[config.mk]
export PLATFORM = sky130hd
export DESIGN_NAME = part_join_n_flat
export DESIGN_NICKNAME = d
export VERILOG_FILES = /design/src/rtl/part_join_pkg.sv /design/src/rtl/part_join_n_if.sv /design/src/rtl/part_sync_fifo.sv /design/src/rtl/part_join_n.sv /design/src/flat_wrapper.sv
export SDC_FILE = /design/constraint.sdc
export NUM_CORES = 1
export LEC_CHECK = 0
export ABC_AREA = 1
export CORE_UTILIZATION = 64
export DETAILED_ROUTE_END_ITERATION = 10
export PLACE_DENSITY_LB_ADDON = 0.15
export SYNTH_ARGS = -nofsm -noshare
export SYNTH_HDL_FRONTEND = slang
export SYNTH_SLANG_ARGS = --single-unit
[constraint.sdc]
create_clock -name i_clk -period 11.14 [get_ports i_clk]
set_input_delay 1.671 -clock i_clk [delete_from_list [all_inputs] [get_ports i_clk]]
set_output_delay 1.671 -clock i_clk [all_outputs]
set_load 0.005 [all_outputs]
[src/rtl/part_join_pkg.sv]
// part_join_pkg: shared definitions for the part_join_n combiner.
//   mode_e  : combine-mode encoding driven on i_mode.
//   clog2() : pointer-width helper for the per-channel FIFOs.
package part_join_pkg;

  typedef enum logic [1:0] {
    MODE_SUM  = 2'd0,
    MODE_MAC  = 2'd1,
    MODE_MAX  = 2'd2,
    MODE_RSVD = 2'd3
  } mode_e;

  function automatic int unsigned clog2(input int unsigned v);
    int unsigned r;
    r = 0;
    while ((32'd1 << r) < v) r++;
    return r;
  endfunction

endpackage

[src/rtl/part_join_n_if.sv]
// part_join_n_if: write bus and output valid/ready port of part_join_n.
//   i_wen/i_data   : per-channel write strobes and packed words (channel k at [k*W +: W])
//   o_full/o_ovf   : per-channel FIFO full and sticky overflow flags
//   o_valid/i_ready/o_data : combined-result handshake
// master = traffic source/sink around the block, slave = the block itself.
interface part_join_n_if #(
  parameter int unsigned NCH = 3,
  parameter int unsigned W   = 8,
  parameter int unsigned OW  = 8
);
  logic [NCH-1:0]   i_wen;
  logic [NCH*W-1:0] i_data;
  logic [NCH-1:0]   o_full;
  logic [NCH-1:0]   o_ovf;
  logic             o_valid;
  logic             i_ready;
  logic [OW-1:0]    o_data;

  modport master (
    output i_wen, i_data, i_ready,
    input  o_full, o_ovf, o_valid, o_data
  );

  modport slave (
    input  i_wen, i_data, i_ready,
    output o_full, o_ovf, o_valid, o_data
  );
endinterface

[src/rtl/part_sync_fifo.sv]
// part_sync_fifo: single-clock FIFO, DEPTH words of W bits (DEPTH power of 2).
//   i_clk, i_rst  : clock, synchronous active-high reset (empties the FIFO)
//   i_push/i_din  : store i_din when not full (push while full is dropped)
//   i_pop         : discard the head word when not empty
//   o_head        : current head word (valid while !o_empty)
//   o_empty/o_full/o_count : occupancy, judged on the pre-edge count
module part_sync_fifo
  import part_join_pkg::*;
#(
  parameter int unsigned W     = 8,
  parameter int unsigned DEPTH = 4
) (
  input  logic                      i_clk,
  input  logic                      i_rst,
  input  logic                      i_push,
  input  logic                      i_pop,
  input  logic [W-1:0]              i_din,
  output logic [W-1:0]              o_head,
  output logic                      o_empty,
  output logic                      o_full,
  output logic [clog2(DEPTH):0]     o_count
);
  localparam int unsigned AW = clog2(DEPTH);

  logic [W-1:0]  r_mem [DEPTH];
  logic [AW-1:0] r_wptr;
  logic [AW-1:0] r_rptr;
  logic [AW:0]   r_count;
  logic          w_push;
  logic          w_pop;

  assign o_empty = (r_count == '0);
  assign o_full  = (r_count == (AW+1)'(DEPTH));
  assign o_count = r_count;
  assign o_head  = r_mem[r_rptr];
  assign w_push  = i_push && !o_full;
  assign w_pop   = i_pop && !o_empty;

  always_ff @(posedge i_clk) begin
    if (w_push && !i_rst) r_mem[r_wptr] <= i_din;
  end

  // Pointers wrap naturally because DEPTH is a power of 2.
  always_ff @(posedge i_clk) begin
    if (i_rst) begin
      r_wptr  <= '0;
      r_rptr  <= '0;
      r_count <= '0;
    end else begin
      if (w_push) r_wptr <= r_wptr + AW'(1);
      if (w_pop)  r_rptr <= r_rptr + AW'(1);
      if (w_push && !w_pop)      r_count <= r_count + (AW+1)'(1);
      else if (w_pop && !w_push) r_count <= r_count - (AW+1)'(1);
    end
  end
endmodule

[src/rtl/part_join_n.sv]
// part_join_n: N-channel join-and-combine block.
//   i_clk, i_rst : clock, synchronous active-high reset
//   i_mode       : 0 SUM, 1 MAC (ch0 + ch1*ch2), 2 MAX, 3 as SUM
//   i_clr_ovf    : clears all sticky overflow flags (a new overflow wins)
//   o_joins      : wrapping count of joins performed
//   io_bus       : write bus, full/overflow flags and valid/ready result port
// One word is popped from every FIFO together when all are non-empty and the
// output register is free or being drained this cycle.
module part_join_n
  import part_join_pkg::*;
#(
  parameter int unsigned NCH   = 3,
  parameter int unsigned W     = 8,
  parameter int unsigned DEPTH = 4,
  parameter int unsigned OW    = 8,
  parameter int unsigned CNTW  = 16
) (
  input  logic            i_clk,
  input  logic            i_rst,
  input  logic [1:0]      i_mode,
  input  logic            i_clr_ovf,
  output logic [CNTW-1:0] o_joins,
  part_join_n_if.slave    io_bus
);
  localparam int unsigned AW  = clog2(DEPTH);
  localparam int unsigned XW0 = 2*W + 4;
  localparam int unsigned XW  = (XW0 > OW) ? XW0 : OW;

  logic [W-1:0]    w_head  [NCH];
  logic [AW:0]     w_count [NCH];
  logic [NCH-1:0]  w_empty;
  logic [NCH-1:0]  w_full;
  logic [NCH-1:0]  w_ovf_set;
  logic            w_fire;
  logic [XW-1:0]   w_sum;
  logic [XW-1:0]   w_max;
  logic [XW-1:0]   w_mac;
  logic [OW-1:0]   w_comb;

  logic            r_valid;
  logic [OW-1:0]   r_data;
  logic [CNTW-1:0] r_joins;
  logic [NCH-1:0]  r_ovf;

  for (genvar k = 0; k < NCH; k++) begin : g_ch
    part_sync_fifo #(.W(W), .DEPTH(DEPTH)) u_fifo (
      .i_clk   (i_clk),
      .i_rst   (i_rst),
      .i_push  (io_bus.i_wen[k]),
      .i_pop   (w_fire),
      .i_din   (io_bus.i_data[k*W +: W]),
      .o_head  (w_head[k]),
      .o_empty (w_empty[k]),
      .o_full  (w_full[k]),
      .o_count (w_count[k])
    );
    // Overflow uses the pre-edge count, so a same-cycle pop does not rescue the word.
    assign w_ovf_set[k] = io_bus.i_wen[k] && (w_count[k] == (AW+1)'(DEPTH));
  end

  assign w_fire = (w_empty == '0) && (!r_valid || io_bus.i_ready);

  always_comb begin
    w_sum = '0;
    w_max = '0;
    for (int unsigned k = 0; k < NCH; k++) begin
      w_sum = w_sum + XW'(w_head[k]);
      if (XW'(w_head[k]) > w_max) w_max = XW'(w_head[k]);
    end
  end

  if (NCH >= 3) begin : g_mac
    assign w_mac = XW'(w_head[0]) + XW'(w_head[1]) * XW'(w_head[2]);
  end else begin : g_no_mac
    assign w_mac = w_sum;
  end

  always_comb begin
    w_comb = '0;
    case (mode_e'(i_mode))
      MODE_MAC: w_comb = w_mac[OW-1:0];
      MODE_MAX: w_comb = w_max[OW-1:0];
      default:  w_comb = w_sum[OW-1:0];
    endcase
  end

  always_ff @(posedge i_clk) begin
    if (i_rst) begin
      r_valid <= 1'b0;
      r_data  <= '0;
      r_joins <= '0;
      r_ovf   <= '0;
    end else begin
      r_ovf <= (i_clr_ovf ? '0 : r_ovf) | w_ovf_set;
      if (w_fire) begin
        r_valid <= 1'b1;
        r_data  <= w_comb;
        r_joins <= r_joins + CNTW'(1);
      end else if (io_bus.i_ready) begin
        r_valid <= 1'b0;
      end
    end
  end

  assign io_bus.o_full  = w_full;
  assign io_bus.o_ovf   = r_ovf;
  assign io_bus.o_valid = r_valid;
  assign io_bus.o_data  = r_data;
  assign o_joins        = r_joins;
endmodule

[src/flat_wrapper.sv]
// flat-port wrapper written by rule: the top's interface ports become plain ports
module part_join_n_flat import part_join_pkg::*;
#(
  parameter int unsigned NCH   = 3,
  parameter int unsigned W     = 8,
  parameter int unsigned DEPTH = 4,
  parameter int unsigned OW    = 8,
  parameter int unsigned CNTW  = 16
)
  (i_clk, i_rst, i_mode, i_clr_ovf, o_joins, io_bus_i_wen, io_bus_i_data, io_bus_i_ready, io_bus_o_full, io_bus_o_ovf, io_bus_o_valid, io_bus_o_data);
  part_join_n_if #(.NCH(NCH), .W(W), .OW(OW)) io_bus_i ();
  input  logic i_clk;
  input  logic i_rst;
  input  logic [1:0] i_mode;
  input  logic i_clr_ovf;
  output logic [CNTW-1:0] o_joins;
  input wire logic [$bits(io_bus_i.i_wen)-1:0] io_bus_i_wen;
  input wire logic [$bits(io_bus_i.i_data)-1:0] io_bus_i_data;
  input wire logic [$bits(io_bus_i.i_ready)-1:0] io_bus_i_ready;
  output wire logic [$bits(io_bus_i.o_full)-1:0] io_bus_o_full;
  output wire logic [$bits(io_bus_i.o_ovf)-1:0] io_bus_o_ovf;
  output wire logic [$bits(io_bus_i.o_valid)-1:0] io_bus_o_valid;
  output wire logic [$bits(io_bus_i.o_data)-1:0] io_bus_o_data;
  assign io_bus_i.i_wen = io_bus_i_wen;
  assign io_bus_i.i_data = io_bus_i_data;
  assign io_bus_i.i_ready = io_bus_i_ready;
  assign io_bus_o_full = io_bus_i.o_full;
  assign io_bus_o_ovf = io_bus_i.o_ovf;
  assign io_bus_o_valid = io_bus_i.o_valid;
  assign io_bus_o_data = io_bus_i.o_data;
  part_join_n #(.NCH(NCH), .W(W), .DEPTH(DEPTH), .OW(OW), .CNTW(CNTW)) u_core (.i_clk(i_clk), .i_rst(i_rst), .i_mode(i_mode), .i_clr_ovf(i_clr_ovf), .o_joins(o_joins), .io_bus(io_bus_i));
endmodule
==> results.json <==
{
  "status": "completed",
  "hold_viol_final": 0,
  "synth-simple-area-share_pct": 20.2,
  "grt_pass1_vias": 6550,
  "cp_max_fo": 19,
  "port_buffers": 63,
  "synth_top_family_by_area": "simple AND/OR/NAND/NOR gates",
  "place_hpwl_um": 13100,
  "vias": 6669,
  "layout_commonest_cell": "nand2_1",
  "critPathArrivalTime_ns": 5.64,
  "ys_seq_elements": 151,
  "most-common-layout-cells": "nand2_1, inv_1, edfxtp_1, a21oi_1, nor2_1",
  "synth_compound_area_share_pct": 8.63,
  "setup_viol": 0,
  "met1_usage_pct": 36.6,
  "dieArea_um2": 14100,
  "relSlewSlack_pct": 37.9,
  "cts_buffers": 17,
  "core_area_um2": 13300,
  "required_ns": 11.42,
  "detail-route-antenna-nets": 0,
  "mappedNetlistArea_um2": 8740,
  "drv_slew": 0,
  "fmax_mhz": 186,
  "crit_path_top_delay_cell": "dfxtp_1",
  "cap_violations": 0,
  "drc_errors": 0,
  "finalSetupTns_ns": 0,
  "critPathMaxStageDelay_ns": 0.75,
  "crit_path_end_kind": "flop",
  "routed_wl_um": 18400,
  "area_delta_synth_final_pct": 14.1,
  "antenna_found_initial": 0,
  "gr-max-usage-layer": "met2",
  "final_layout_size_suffix_gt1_share_pct": 4.84,
  "row_count": 42,
  "grt_setup_unrepaired": "false",
  "postCtsHoldBufs": 0,
  "min-delay-start": "u_core.g_ch[0].u_fifo.r_rptr[1]",
  "fin_skew_ns": 0.00679,
  "root_buffer": "clkbuf_16",
  "muxShareOfSynthArea_pct": 0,
  "cts_tree": "yes",
  "cp_common_cell": "nand2_1",
  "drt-initial-drc-count": 469,
  "min_path_cells": 1,
  "final_nets": 1165,
  "grt_pass1_wl_um": 30500,
  "first_pass_iters": 7,
  "crit_type": "flop to flop",
  "clock_path_buffers": 2,
  "clk_latency_ns": 0.42,
  "r2r_cells": 27,
  "pin_count": 64,
  "yosys.area_share.xor_xnor_pct": 1.40,
  "grt_max_degree": 33,
  "netlist_instances": 987,
  "die_h_um": 119,
  "grt_util_all_layers_pct": 27.8,
  "syn_nets": 1110,
  "cts_max_level": 4,
  "holdCritPathClass": "flop to flop",
  "post_cts_resize_count": 0,
  "synth_fa_ha_area_share_pct": 15.4,
  "ys_seq_area_share_pct": 45.6,
  "wl_per_cell_um": 15.0,
  "grt_overflow": 0,
  "viasPerCell": 5.43,
  "cts_setup_buffers": 0,
  "synth_cell_types": 44,
  "antenna-diode-count": 0,
  "syn_area_per_cell_um2": 8.85,
  "yosysWarningCount": 0,
  "clock_sinks": 151,
  "layout_min_cycle_time_ns": 5.37,
  "start_util_pct": 65.7,
  "setup.worst_path.start_class": "flop",
  "met3_usage_pct": 5.89,
  "fin_crit_sh_pct": 48.2,
  "die_x_um": 119,
  "met2_usage_pct": 45.4,
  "tightest_slew_ns": 0.931,
  "clk_pin_slew_worst_paths_ns": 0.06,
  "r2r_slack_ns": 5.77,
  "place_congestion": 0.918,
  "r2r_end": "u_core.io_bus.o_data[7]"
}
## worst max path at each step
stage | depth (start not counted) | end | startpoint | slack [ns]
6_report | 27 | u_core.io_bus.o_data[7] | flop | 5.77
5_1_grt | 27 | u_core.io_bus.o_data[7] | flop | 5.40
4_1_cts | 27 | u_core.io_bus.o_data[7] | flop | 5.85
3_5_place_dp | 27 | u_core.io_bus.o_data[7] | flop | 5.85
3_3_place_gp | 27 | u_core.io_bus.o_data[7] | flop | 6.00
2_1_floorplan | 28 | u_core.io_bus.o_data[7] | flop | 6.54
## flip-flops by register name, indices dropped and copies added (netlist names), named ones only
name and flops:
u_core.o_joins 16, u_core.io_bus.o_valid 1, u_core.g_ch.u_fifo.o_count 9, u_core.io_bus.o_data 8, u_core.g_ch.u_fifo.r_wptr 6, u_core.g_ch.u_fifo.r_mem 96, u_core.g_ch.u_fifo.r_rptr 6, u_core.io_bus.o_ovf 3
## area by class of cell
type | count | area [um2]
flip-flops and latches | 151 | 3980
multi-input cells | 656 | 3980
fillers | 972 | 3330
repair buffers | 63 | 631
inverters | 153 | 582
clock buffers | 20 | 437
well taps | 176 | 220
clock inverters | 10 | 131
## cells in the mapped netlist (all sizes together)
master	number	area share (%)
inv	153	6.7
nand3b	1	0.086
ha	61	8.7
o21ai	49	2.8
nor3b	2	0.17
nor4	1	0.14
nand3	49	2.9
a21o	1	0.086
a211oi	1	0.086
and2	2	0.14
clkbuf	8	0.34
edfxtp	96	33
a32o	2	0.23
o22ai	3	0.21
xnor2	5	0.50
nor2	67	3.0
a21boi	1	0.086
nand2	267	12
a21oi	68	3.9
nor3	16	1.1
dfxtp	55	13
xor2	9	0.90
fa	29	6.6
o21a	2	0.17
or2	3	0.21
nand4	6	0.60
o211ai	6	0.52
a32oi	5	0.50
buf	19	1.8
## routing by layer
metal	share of wire (%)	up-vias
met3	6.5	37
met1	44	3100
met5	0	-
met2	47	219
met4	2.1	0
li1	-	3313
## cell families (layout without fill, tap and decap cells)
group / after synthesis / count (layout)
and+or+nand+nor: 414 / 414
AOI/OAI and AO/OA: 138 / 138
xor gates and xnor gates: 14 / 14
DFF: 151 / 151
buffers and inverters: 180 / 246
adders and majority gates: 90 / 90
## worst max-delay path, delay by kind of cell, from the launching register on
kind / cells / cell delay [ns]
compound gates: 2 / 0.24
fa+ha+maj: 5 / 2.32
buf+inv: 4 / 0.21
flops: 1 / 0.75
simple gates: 16 / 1.73
## metrics by stage
| step | cell area [um2] | util, % | setup WS, ns | cells | hold WS [ns] |
|---|---|---|---|---|---|
| 2_1_floorplan | 8740 | - | 6.54 | 987 | 0.412 |
| 3_3_place_gp | 9400 | 70.7 | 6.00 | 1199 | 0.426 |
| 3_5_place_dp | 9400 | 70.7 | 5.85 | 1199 | 0.438 |
| 4_1_cts | 9970 | 75.0 | 5.85 | 1229 | 0.444 |
| 5_1_grt | 9970 | 75.0 | 5.40 | 1229 | 0.468 |
| 6_report | 9970 | 75.0 | 5.77 | 1229 | 0.445 |
Power is left out: the tool's default activity adds up to more than one toggle a clock period on the data nets, which glitch-free logic cannot reach.
